<file path="src/rtl/cmd_arbiter_if.sv">
// Radio command bus shared by the Pi SPI path (port 0), the local FPGA requester (port 1)
// and the slaves; master is the arbiter's view, slave is the requester/slave side.
interface cmd_arbiter_if;
   logic        s0_valid;
   logic        s0_ready;
   logic [5:0]  s0_addr;
   logic [31:0] s0_data;
   logic        s0_ptt;
   logic        s1_valid;
   logic        s1_ready;
   logic [5:0]  s1_addr;
   logic [31:0] s1_data;
   logic [5:0]  cmd_addr;
   logic [31:0] cmd_data;
   logic        cmd_ptt;
   logic        cmd_rqst;
   logic        cmd_src;
   logic        cmd_ack;

   modport master (
      input  s0_valid, s0_addr, s0_data, s0_ptt,
      input  s1_valid, s1_addr, s1_data,
      output s0_ready, s1_ready,
      output cmd_addr, cmd_data, cmd_ptt, cmd_rqst, cmd_src,
      input  cmd_ack
   );

   modport slave (
      output s0_valid, s0_addr, s0_data, s0_ptt,
      output s1_valid, s1_addr, s1_data,
      input  s0_ready, s1_ready,
      input  cmd_addr, cmd_data, cmd_ptt, cmd_rqst, cmd_src,
      output cmd_ack
   );
endinterface

</file>
<file path="src/rtl/cmd_arbiter.sv">
// Round-robin arbiter for the radio command bus: one command in flight, ack wait with
// timeout, then a forced idle gap before the next grant.
module cmd_arbiter #(
   parameter int unsigned ACK_TIMEOUT = 64,
   parameter int unsigned GAP_CYCLES  = 4
) (
   input  logic          clk,
   input  logic          rst_n,
   cmd_arbiter_if.master bus,
   output logic          busy,
   output logic          err_timeout,
   output logic [7:0]    err_count
);

   localparam int unsigned CNT_MAX = (ACK_TIMEOUT > GAP_CYCLES) ? ACK_TIMEOUT : GAP_CYCLES;
   localparam int unsigned CW      = (CNT_MAX < 2) ? 1 : $clog2(CNT_MAX + 1);
   localparam logic [CW-1:0] ACK_LAST = CW'(ACK_TIMEOUT);
   localparam logic [CW-1:0] GAP_LAST = CW'(GAP_CYCLES);
   localparam logic [CW-1:0] CNT_ONE  = CW'(1);

   typedef enum logic [1:0] {ST_IDLE, ST_ISSUE, ST_WAIT_ACK, ST_GAP} state_t;

   state_t        state, state_nxt;
   logic [CW-1:0] cnt, cnt_nxt;
   logic          last_grant;
   logic          grant;
   logic          accept;
   logic          timeout;

   always_comb begin
      state_nxt = state;
      cnt_nxt   = cnt;
      grant     = 1'b0;
      accept    = 1'b0;
      timeout   = 1'b0;
      unique case (state)
         ST_IDLE: begin
            if (bus.s0_valid || bus.s1_valid) begin
               accept    = 1'b1;
               grant     = (bus.s0_valid && bus.s1_valid) ? ~last_grant : bus.s1_valid;
               state_nxt = ST_ISSUE;
            end
         end
         ST_ISSUE: begin
            if (ACK_TIMEOUT != 0) begin
               state_nxt = ST_WAIT_ACK;
               cnt_nxt   = CNT_ONE;
            end else if (GAP_CYCLES != 0) begin
               state_nxt = ST_GAP;
               cnt_nxt   = CNT_ONE;
            end else begin
               state_nxt = ST_IDLE;
            end
         end
         ST_WAIT_ACK: begin
            // An ack on the terminal count wins over the timeout.
            if (bus.cmd_ack || cnt == ACK_LAST) begin
               timeout = ~bus.cmd_ack;
               if (GAP_CYCLES != 0) begin
                  state_nxt = ST_GAP;
                  cnt_nxt   = CNT_ONE;
               end else begin
                  state_nxt = ST_IDLE;
               end
            end else begin
               cnt_nxt = cnt + CNT_ONE;
            end
         end
         ST_GAP: begin
            if (cnt == GAP_LAST) begin
               state_nxt = ST_IDLE;
            end else begin
               cnt_nxt = cnt + CNT_ONE;
            end
         end
         default: state_nxt = ST_IDLE;
      endcase
   end

   assign bus.s0_ready = accept & ~grant;
   assign bus.s1_ready = accept & grant;
   assign busy         = (state != ST_IDLE);
   assign err_timeout  = timeout;

   always_ff @(posedge clk or negedge rst_n) begin
      if (!rst_n) begin
         state        <= ST_IDLE;
         cnt          <= '0;
         last_grant   <= 1'b1;
         bus.cmd_addr <= '0;
         bus.cmd_data <= '0;
         bus.cmd_ptt  <= 1'b0;
         bus.cmd_src  <= 1'b0;
         bus.cmd_rqst <= 1'b0;
         err_count    <= '0;
      end else begin
         state        <= state_nxt;
         cnt          <= cnt_nxt;
         // Registered so the pulse crossing into the slave synchronisers is glitch-free.
         bus.cmd_rqst <= (state_nxt == ST_ISSUE);
         if (accept) begin
            last_grant  <= grant;
            bus.cmd_src <= grant;
            if (grant) begin
               bus.cmd_addr <= bus.s1_addr;
               bus.cmd_data <= bus.s1_data;
            end else begin
               bus.cmd_addr <= bus.s0_addr;
               bus.cmd_data <= bus.s0_data;
               bus.cmd_ptt  <= bus.s0_ptt;
            end
         end
         if (timeout && err_count != 8'hFF) begin
            err_count <= err_count + 8'd1;
         end
      end
   end

endmodule

</file>
<file path="src/flat_wrapper.sv">
// flat-port wrapper written by rule: the top's interface ports become plain ports
module cmd_arbiter_flat 
#(
   parameter int unsigned ACK_TIMEOUT = 64,
   parameter int unsigned GAP_CYCLES  = 4
)
  (clk, rst_n, busy, err_timeout, err_count, bus_s0_valid, bus_s0_addr, bus_s0_data, bus_s0_ptt, bus_s1_valid, bus_s1_addr, bus_s1_data, bus_s0_ready, bus_s1_ready, bus_cmd_addr, bus_cmd_data, bus_cmd_ptt, bus_cmd_rqst, bus_cmd_src, bus_cmd_ack);
  cmd_arbiter_if bus_i ();
  input  logic clk;
  input  logic rst_n;
  output logic busy;
  output logic err_timeout;
  output logic [7:0] err_count;
  input wire logic [$bits(bus_i.s0_valid)-1:0] bus_s0_valid;
  input wire logic [$bits(bus_i.s0_addr)-1:0] bus_s0_addr;
  input wire logic [$bits(bus_i.s0_data)-1:0] bus_s0_data;
  input wire logic [$bits(bus_i.s0_ptt)-1:0] bus_s0_ptt;
  input wire logic [$bits(bus_i.s1_valid)-1:0] bus_s1_valid;
  input wire logic [$bits(bus_i.s1_addr)-1:0] bus_s1_addr;
  input wire logic [$bits(bus_i.s1_data)-1:0] bus_s1_data;
  output wire logic [$bits(bus_i.s0_ready)-1:0] bus_s0_ready;
  output wire logic [$bits(bus_i.s1_ready)-1:0] bus_s1_ready;
  output wire logic [$bits(bus_i.cmd_addr)-1:0] bus_cmd_addr;
  output wire logic [$bits(bus_i.cmd_data)-1:0] bus_cmd_data;
  output wire logic [$bits(bus_i.cmd_ptt)-1:0] bus_cmd_ptt;
  output wire logic [$bits(bus_i.cmd_rqst)-1:0] bus_cmd_rqst;
  output wire logic [$bits(bus_i.cmd_src)-1:0] bus_cmd_src;
  input wire logic [$bits(bus_i.cmd_ack)-1:0] bus_cmd_ack;
  assign bus_i.s0_valid = bus_s0_valid;
  assign bus_i.s0_addr = bus_s0_addr;
  assign bus_i.s0_data = bus_s0_data;
  assign bus_i.s0_ptt = bus_s0_ptt;
  assign bus_i.s1_valid = bus_s1_valid;
  assign bus_i.s1_addr = bus_s1_addr;
  assign bus_i.s1_data = bus_s1_data;
  assign bus_s0_ready = bus_i.s0_ready;
  assign bus_s1_ready = bus_i.s1_ready;
  assign bus_cmd_addr = bus_i.cmd_addr;
  assign bus_cmd_data = bus_i.cmd_data;
  assign bus_cmd_ptt = bus_i.cmd_ptt;
  assign bus_cmd_rqst = bus_i.cmd_rqst;
  assign bus_cmd_src = bus_i.cmd_src;
  assign bus_i.cmd_ack = bus_cmd_ack;
  cmd_arbiter #(.ACK_TIMEOUT(ACK_TIMEOUT), .GAP_CYCLES(GAP_CYCLES)) u_core (.clk(clk), .rst_n(rst_n), .bus(bus_i), .busy(busy), .err_timeout(err_timeout), .err_count(err_count));
endmodule
</file>
<file path="config.mk">
export PLATFORM = sky130hd
export DESIGN_NAME = cmd_arbiter_flat
export DESIGN_NICKNAME = d
export VERILOG_FILES = /design/src/rtl/cmd_arbiter_if.sv /design/src/rtl/cmd_arbiter.sv /design/src/flat_wrapper.sv
export SDC_FILE = /design/constraint.sdc
export NUM_CORES = 1
export LEC_CHECK = 0
export ABC_AREA = 1
export BUFFER_PORTS_ARGS = -buffer_cell sky130_fd_sc_hd__buf_2
export CAP_MARGIN = 10
export CORE_UTILIZATION = 46
export CTS_BUF_LIST = sky130_fd_sc_hd__clkbuf_8
export CTS_CLUSTER_SIZE = 24
export DETAILED_ROUTE_END_ITERATION = 12
export PLACE_DENSITY = 0.79
export SYNTH_ARGS = -nofsm -noshare
export SYNTH_HDL_FRONTEND = slang
export SYNTH_SLANG_ARGS = --single-unit
export TNS_END_PERCENT = 10
</file>
<file path="constraint.sdc">
create_clock -name clk -period 1.56 [get_ports clk]
set_input_delay 0.312 -clock clk [delete_from_list [all_inputs] [get_ports clk]]
set_output_delay 0.312 -clock clk [all_outputs]
set_load 0.005 [all_outputs]
</file>
==> results of run 1 <==
-- stage by stage --
stage / setup slack (ps) / power, W
final: -107 / 0.00639
after detailed placement: 54.5 / 0.00468
after global placement: 86.7 / 0.00460
after floorplan: 181 / 0.00364
after CTS: -106 / 0.00639
after global routing: -163 / 0.00684
-- kinds of logic (layout without fill, tap and decap cells) --
logic type                 count (synthesis)  in the layout  share of synthesized area [%]
AOI/OAI and AO/OA                          8              8                           1.71
DFF                                       59             59                           51.7
adders and majority gates                  3              3                           1.31
and+or+nand+nor                          257            257                           39.0
buffers and inverters                     33            190                           4.77
xor gates and xnor gates                   5              5                           1.53
-- worst register-to-register path, stage by stage, from the launching register on --
cell and delay [ps]:
dfrtp_1 390, inv_2 80, ha_4 140, nand2_2 40, inv_2 70, nand3_4 90
buf_4 180, nor3_4 200, nand2_2 120, nand2_1 90, nand2_1 60
-- final cells by class --
| cell class | instances | area [um2] | share of cell area [%] |
|---|---|---|---|
| timing repair buffer | 153 | 860 | 21.3 |
| clock inverter | 6 | 88.8 | 2.20 |
| sequential | 59 | 1480 | 36.6 |
| multi-input combinational | 273 | 1300 | 32.2 |
| inverter | 21 | 78.8 | 1.95 |
| tap | 75 | 93.8 | 2.32 |
| clock buffer | 10 | 138 | 3.41 |
-- flip-flops by register name, summed over array words and instances (netlist names) --
name                 flops
u_core.bus.cmd_addr      6
u_core.bus.cmd_data     32
u_core.bus.cmd_ptt       1
u_core.bus.cmd_rqst      1
u_core.bus.cmd_src       1
u_core.cnt               7
u_core.err_count         8
u_core.last_grant        1
u_core.state             2
-- cell usage in the layout (no fill, tap or decap), types with 4 or more instances in the layout --
cell | netlist | layout
nor2_1 | 12 | 11
inv_2 | 6 | 9
buf_4 | 1 | 15
dfrtp_1 | 58 | 57
nand4_1 | 5 | 5
nand3_1 | 59 | 59
buf_2 | 7 | 133
xor2_1 | 4 | 4
clkbuf_8 | 0 | 10
nor2_4 | 2 | 6
nand2_2 | 3 | 6
inv_1 | 15 | 12
nand2_1 | 167 | 164
-- path summary, 6_finish.rpt --
kind,to,startpoint,slack [ps],cells past startpoint
worst max-delay path,err_timeout,u_core.cnt[0],-110,7
worst min-delay path,u_core.bus.cmd_data[13],bus_s0_data[13],180,3
worst max register to register,u_core.err_count[5],u_core.cnt[0],-10,10
worst min register to register,u_core.last_grant,u_core.last_grant,470,2
max in group asynchronous,u_core.bus.cmd_data[22],rst_n,620,3
min in group asynchronous,u_core.bus.cmd_data[13],rst_n,460,2
-- power groups by stage --
stage / clock network (W) / logic [W] / registers (W)
global route: 0.00166 / 0.00254 / 0.00264
CTS: 0.00159 / 0.00223 / 0.00256
finish: 0.00156 / 0.00226 / 0.00257
floorplan: 0 / 0.00104 / 0.00260
detailed placement: 0 / 0.00213 / 0.00255
global placement: 0 / 0.00204 / 0.00256
-- per-layer routing --
metal  GRT usage [%]  vias up  part of all wire, %
met5               0        -                    0
met4            10.4        0                  1.6
met3            6.07       11                  6.6
met2            42.2      125                   51
met1            29.6     1387                   40
li1                -     1466                    -
-- repair_timing --
item / CTS / global route
endpoints found under the hold margin: 13 / 0
hold buffers: 1 / 0
pin swaps: 3 / 5
setup endpoints to repair: 3 / 13
buffers inserted: 6 / 1
resized for setup: 12 / 4
==> flow_summary_export.csv, run 1 <==
group,metric,value,unit
drt,dr.pass1.iters,4,
worst_setup_path,crit_chain,"inv_2 -> ha_4 -> nand2_2 -> inv_2 -> nand3_4 -> nor2_4 -> buf_2",
drt,drtIter0Drc,152,
logic_synthesis,synth_nets,450,
logic_synthesis,yosys-top-cells-count,"nand2_1 (167), nand3_1 (59), dfrtp_1 (58), inv_1 (15), nor2_1 (12)",
worst_setup_path,cp-end-kind,"output pin",
global_routing,first_global_vias,2720,
place,dp_hpwl,5.59,mm
finish,fin_nets,602,
finish,fillers,517,
outcome,status,"finished, violations left",
finish,drive_gt1_share,37.5,%
sta,holdWs,181,ps
drt,vias_per_cell,5.01,
global_routing,grt_pass1_wl,12.2,mm
logic_synthesis,synth_top_area_share,50.8,%
die,die_h,80.8,um
cts,cts_max_path_buffers,2,
logic_synthesis,synth_top_area_cell,"dfrtp_1",
drt,drtAntennaViolNets,0,
worst_setup_path,cp.arrival,1350,ps
cts,cts_made_buffers,9,
place,port_buffers,134,
logic_synthesis,synthTopCellsByArea,"dfrtp_1 (51%), nand2_1 (22%), nand3_1 (10%)",
power_and_ir_drop,pwr-share-seq,40.2,%
power_and_ir_drop,p_comb_share,35.3,%
die,die_area,6530,um2
die,core,5960,um2
sta,tightest_slew,446,ps
finish,layout-area-overhead-vs-synth,41.3,%
logic_synthesis,ys_warn_count,0,
die,die_w,80.8,um
logic_synthesis,synth_most_common_cell,"nand2_1",
logic_synthesis,syn_avg_cell_area,7.83,um2
outcome,violations,"negative setup slack",
die,io_pins,135,
power_and_ir_drop,powerDensity,1580,nW/um2
logic_synthesis,ys_async_sr_fraction,100,%
drt,remaining_drc_errors,0,
cts,worst_skew_pair.late_latency,330,ps
logic_synthesis,synth_edf_count,0,
worst_setup_path,cp_top_family,"flip-flops",
sta,maxSlewViolCount,0,
sta,slew_headroom,70.3,%
sta,min_period,1670,ps
drt,wl,7.78,mm
logic_synthesis,ys_types,26,
cts,clkTransAtPathRegs,80,ps
logic_synthesis,synth-main-ff-cell,"dfrtp_1",
power_and_ir_drop,power.share.switching,34.3,%
logic_synthesis,netlist_area,2860,um2
worst_setup_path,critPathRequiredTime,1250,ps
cts,root_buffer,"clkbuf_8",
logic_synthesis,syn_inst,365,
finish,layout.cells.non_filler,597,
sta,tns,-191,ps
worst_setup_path,critical_path_class,"flip-flop to output pin",
finish,final_area,4040,um2
logic_synthesis,synth_seq_cells,59,
worst_hold_path,hold_path_class,"input pin to flip-flop",
power_and_ir_drop,clkPwrFrac,24.5,%
finish,diodes,0,
logic_synthesis,ys_seq_area_share,51.7,%
sta,period_share,107,%
die,start_util,48.0,%
power_and_ir_drop,p_leak,2.24,nW
power_and_ir_drop,intPower,0.00420,W
worst_setup_path,cp_slowest_stage_delay,390,ps
cts,clock-sinks,59,
sta,max_freq,600,MHz
global_routing,grt_overflow,0,
global_routing,grt.total_usage,24.7,%
worst_setup_path,worst_path_most_repeated_cell,"inv_2",
drt,vias,2989,
sta,setup_viol,4,
finish,final_core_util,67.8,%
sta,skew,8.91,ps
drt,routedWlPerCell,13.0,um
worst_setup_path,path_buf_inv,3,
sta,hold_viol_final,0,
worst_setup_path,cp_max_fo,2,
sta,rsz0062_at_grt,"true",
run,drv_cap,0,
cts,htreeDepth,3,
die,std_cell_rows,28,
power_and_ir_drop,switchingPower,0.00220,W
place,gp_congestion,0.849,
place,postPlaceCellArea,3690,um2
worst_setup_path,start_kind,"flip-flop",
place,dp.cells,573,
power_and_ir_drop,ir_drop,0.998,mV
cts,tritoncts,"done",
global_routing,grt_max_degree,40,
worst_setup_path,crit_slowest_cell,"dfrtp_1",
sta,layout_setup_ws,-107,ps
global_routing,grt_antenna_before_repair,0,
Power figures use the tool's default switching activity.
==> run 2, diff against run 1 <==
--- a/config.mk
+++ b/config.mk
@@ -13,6 +13,7 @@
 export CTS_CLUSTER_SIZE = 24
 export DETAILED_ROUTE_END_ITERATION = 12
 export PLACE_DENSITY = 0.79
+export SKIP_LAST_GASP = 1
 export SYNTH_ARGS = -nofsm -noshare
 export SYNTH_HDL_FRONTEND = slang
 export SYNTH_SLANG_ARGS = --single-unit
==> flow_summary_export.csv, run 2 (synthesis gave the netlist of run 1 again) <==
group,metric,value,unit
global_routing,grt.total_usage,24.7,%
die,die_h,80.8,um
place,dp_hpwl,5.59,mm
place,dp.cells,573,
die,core,5960,um2
cts,worst_skew_pair.late_latency,330,ps
global_routing,grt_pass1_wl,12.2,mm
power_and_ir_drop,ir_drop,0.998,mV
global_routing,grt_antenna_before_repair,0,
finish,layout.cells.non_filler,597,
finish,largest_register,"u_core.bus.cmd_data",
worst_hold_path,hold_path_class,"input pin to flip-flop",
global_routing,grt_max_degree,40,
finish,diodes,0,
power_and_ir_drop,p_leak,2.24,nW
cts,clock-sinks,59,
worst_hold_path,min_to,"u_core.bus.cmd_ptt",
power_and_ir_drop,switchingPower,0.00219,W
cts,cts_max_path_buffers,2,
finish,fillers,523,
place,port_buffers,134,
run,drv_cap,0,
worst_setup_path,r2r_start,"u_core.cnt[0]",
drt,wl_met3,521,um
drt,vias_per_cell,5.01,
die,io_pins,135,
global_routing,first_global_vias,2731,
drt,met1_length,3.15,mm
finish,drive_gt1_share,37.4,%
outcome,status,"finished, violations left",
drt,remaining_drc_errors,0,
worst_setup_path,worst_path_most_repeated_cell,"inv_2",
cts,tritoncts,"done",
finish,final_core_util,67.4,%
outcome,violations,"negative setup slack",
drt,dr.pass1.iters,4,
die,die_w,80.8,um
power_and_ir_drop,power.share.switching,34.3,%
worst_setup_path,cp-end-kind,"output pin",
drt,top_layer,"met4",
finish,largest_register_ffs,32,
sta,hold_viol_final,0,
worst_setup_path,rr_endpoint,"u_core.err_count[5]",
cts,root_buffer,"clkbuf_8",
worst_setup_path,critical_path_class,"flip-flop to output pin",
worst_setup_path,crit_chain,"inv_2 -> ha_4 -> nand2_2 -> inv_2 -> nand3_4 -> nor2_4 -> buf_2",
sta,min_period,1670,ps
sta,slew_headroom,70.6,%
drt,drtAntennaViolNets,0,
drt,routedWlPerCell,13.0,um
worst_setup_path,start_kind,"flip-flop",
power_and_ir_drop,clkPwrFrac,24.5,%
worst_setup_path,critPathRequiredTime,1250,ps
global_routing,grt_overflow,0,
power_and_ir_drop,intPower,0.00420,W
drt,wl_met2,3.95,mm
sta,tightest_slew,441,ps
finish,reg_top3,"u_core.bus.cmd_data (32), u_core.err_count (8), u_core.cnt (7)",
worst_hold_path,hold_depth,3,
place,place_ws,54.5,ps
drt,drtIter0Drc,157,
sta,layout_setup_ws,-113,ps
sta,max_freq,598,MHz
worst_setup_path,rrSetupSlack,-20,ps
worst_setup_path,path_buf_inv,3,
cts,clkTransAtPathRegs,70,ps
finish,fin_nets,602,
finish,final_common_cell,"nand2_1",
sta,maxSlewViolCount,0,
finish,layout_common_cells,"nand2_1 (165), buf_2 (134), nand3_1 (59), dfrtp_1 (57), buf_4 (15)",
die,start_util,48.0,%
power_and_ir_drop,p_comb_share,35.3,%
sta,setup_viol,5,
worst_hold_path,hold_path.startpoint,"bus_s0_ptt",
finish,layout-area-overhead-vs-synth,40.4,%
die,die_area,6530,um2
cts,htreeDepth,3,
drt,vias,2993,
worst_setup_path,cp_max_fo,2,
cts,cts_made_buffers,9,
drt,wl,7.75,mm
power_and_ir_drop,pwr-share-seq,40.2,%
worst_setup_path,cp.arrival,1360,ps
sta,period_share,107,%
place,gp_congestion,0.849,
sta,rsz0062_at_grt,"true",
worst_setup_path,cp_slowest_stage_delay,390,ps
worst_setup_path,cp_top_family,"flip-flops",
power_and_ir_drop,powerDensity,1590,nW/um2
sta,holdWs,180,ps
worst_setup_path,reg2reg_depth,10,
die,std_cell_rows,28,
worst_setup_path,crit_slowest_cell,"dfrtp_1",
sta,skew,8.99,ps
[run 2: final cells by class]
type,count,area [um2],area share (%)
clock buffers,10,138,3.43
clock inverters,6,88.8,2.21
inverters,21,78.8,1.96
multi-input cells,273,1280,32.0
flip-flops and latches,59,1480,36.8
well taps,75,93.8,2.34
repair buffers,153,853,21.3
[run 2: worst max path at each step]
stage / cells past startpoint / from / to / slack, ps
final: 7 / u_core.cnt[0] / err_timeout / -110
after global routing: 7 / u_core.cnt[1] / err_timeout / -160
after CTS: 7 / u_core.cnt[1] / err_timeout / -110
after detailed placement: 9 / u_core.cnt[1] / u_core.err_count[7] / 50
after global placement: 7 / u_core.cnt[1] / err_timeout / 90
after floorplan: 9 / u_core.cnt[0] / u_core.err_count[3] / 180
[run 2: layer usage]
| metal | track usage, % | vias to the layer above |
|---|---|---|
| met2 | 42.2 | 121 |
| met1 | 29.7 | 1394 |
| met3 | 6.07 | 11 |
| met5 | 0 | - |
| li1 | - | 1467 |
| met4 | 10.4 | 0 |
[run 2: stage by stage]
step / instance area [um2] / power [W] / TNS (ps)
floorplan: 2860 / 0.00364 / 0
global placement: 3690 / 0.00460 / 0
detailed placement: 3690 / 0.00468 / 0
CTS: 4000 / 0.00638 / -299
global route: 4010 / 0.00684 / -796
finish: 4010 / 0.00639 / -301
[run 2: power groups by stage]
stage	Combinational (W)	Clock [W]	Sequential, W
after floorplan	0.00104	0	0.00260
after global placement	0.00204	0	0.00256
after detailed placement	0.00213	0	0.00255
after CTS	0.00222	0.00159	0.00256
after global routing	0.00254	0.00166	0.00264
final	0.00226	0.00157	0.00257
[run 2: timing repair]
item	CTS	global route
pin swaps	3	3
hold endpoints to repair	13	0
gates resized for setup	10	1
buffers inserted	6	1
hold buffers	1	0
endpoints found under the setup margin	3	9
[run 2: worst reg2reg max path, cell delays in order (launching register included)]
cell     delay, ps
dfrtp_1        390
inv_2           80
ha_4           140
nand2_2         40
inv_2           70
nand3_4         90
buf_4          180
nor3_4         200
nand2_2        120
nand2_1         90
nand2_1         60
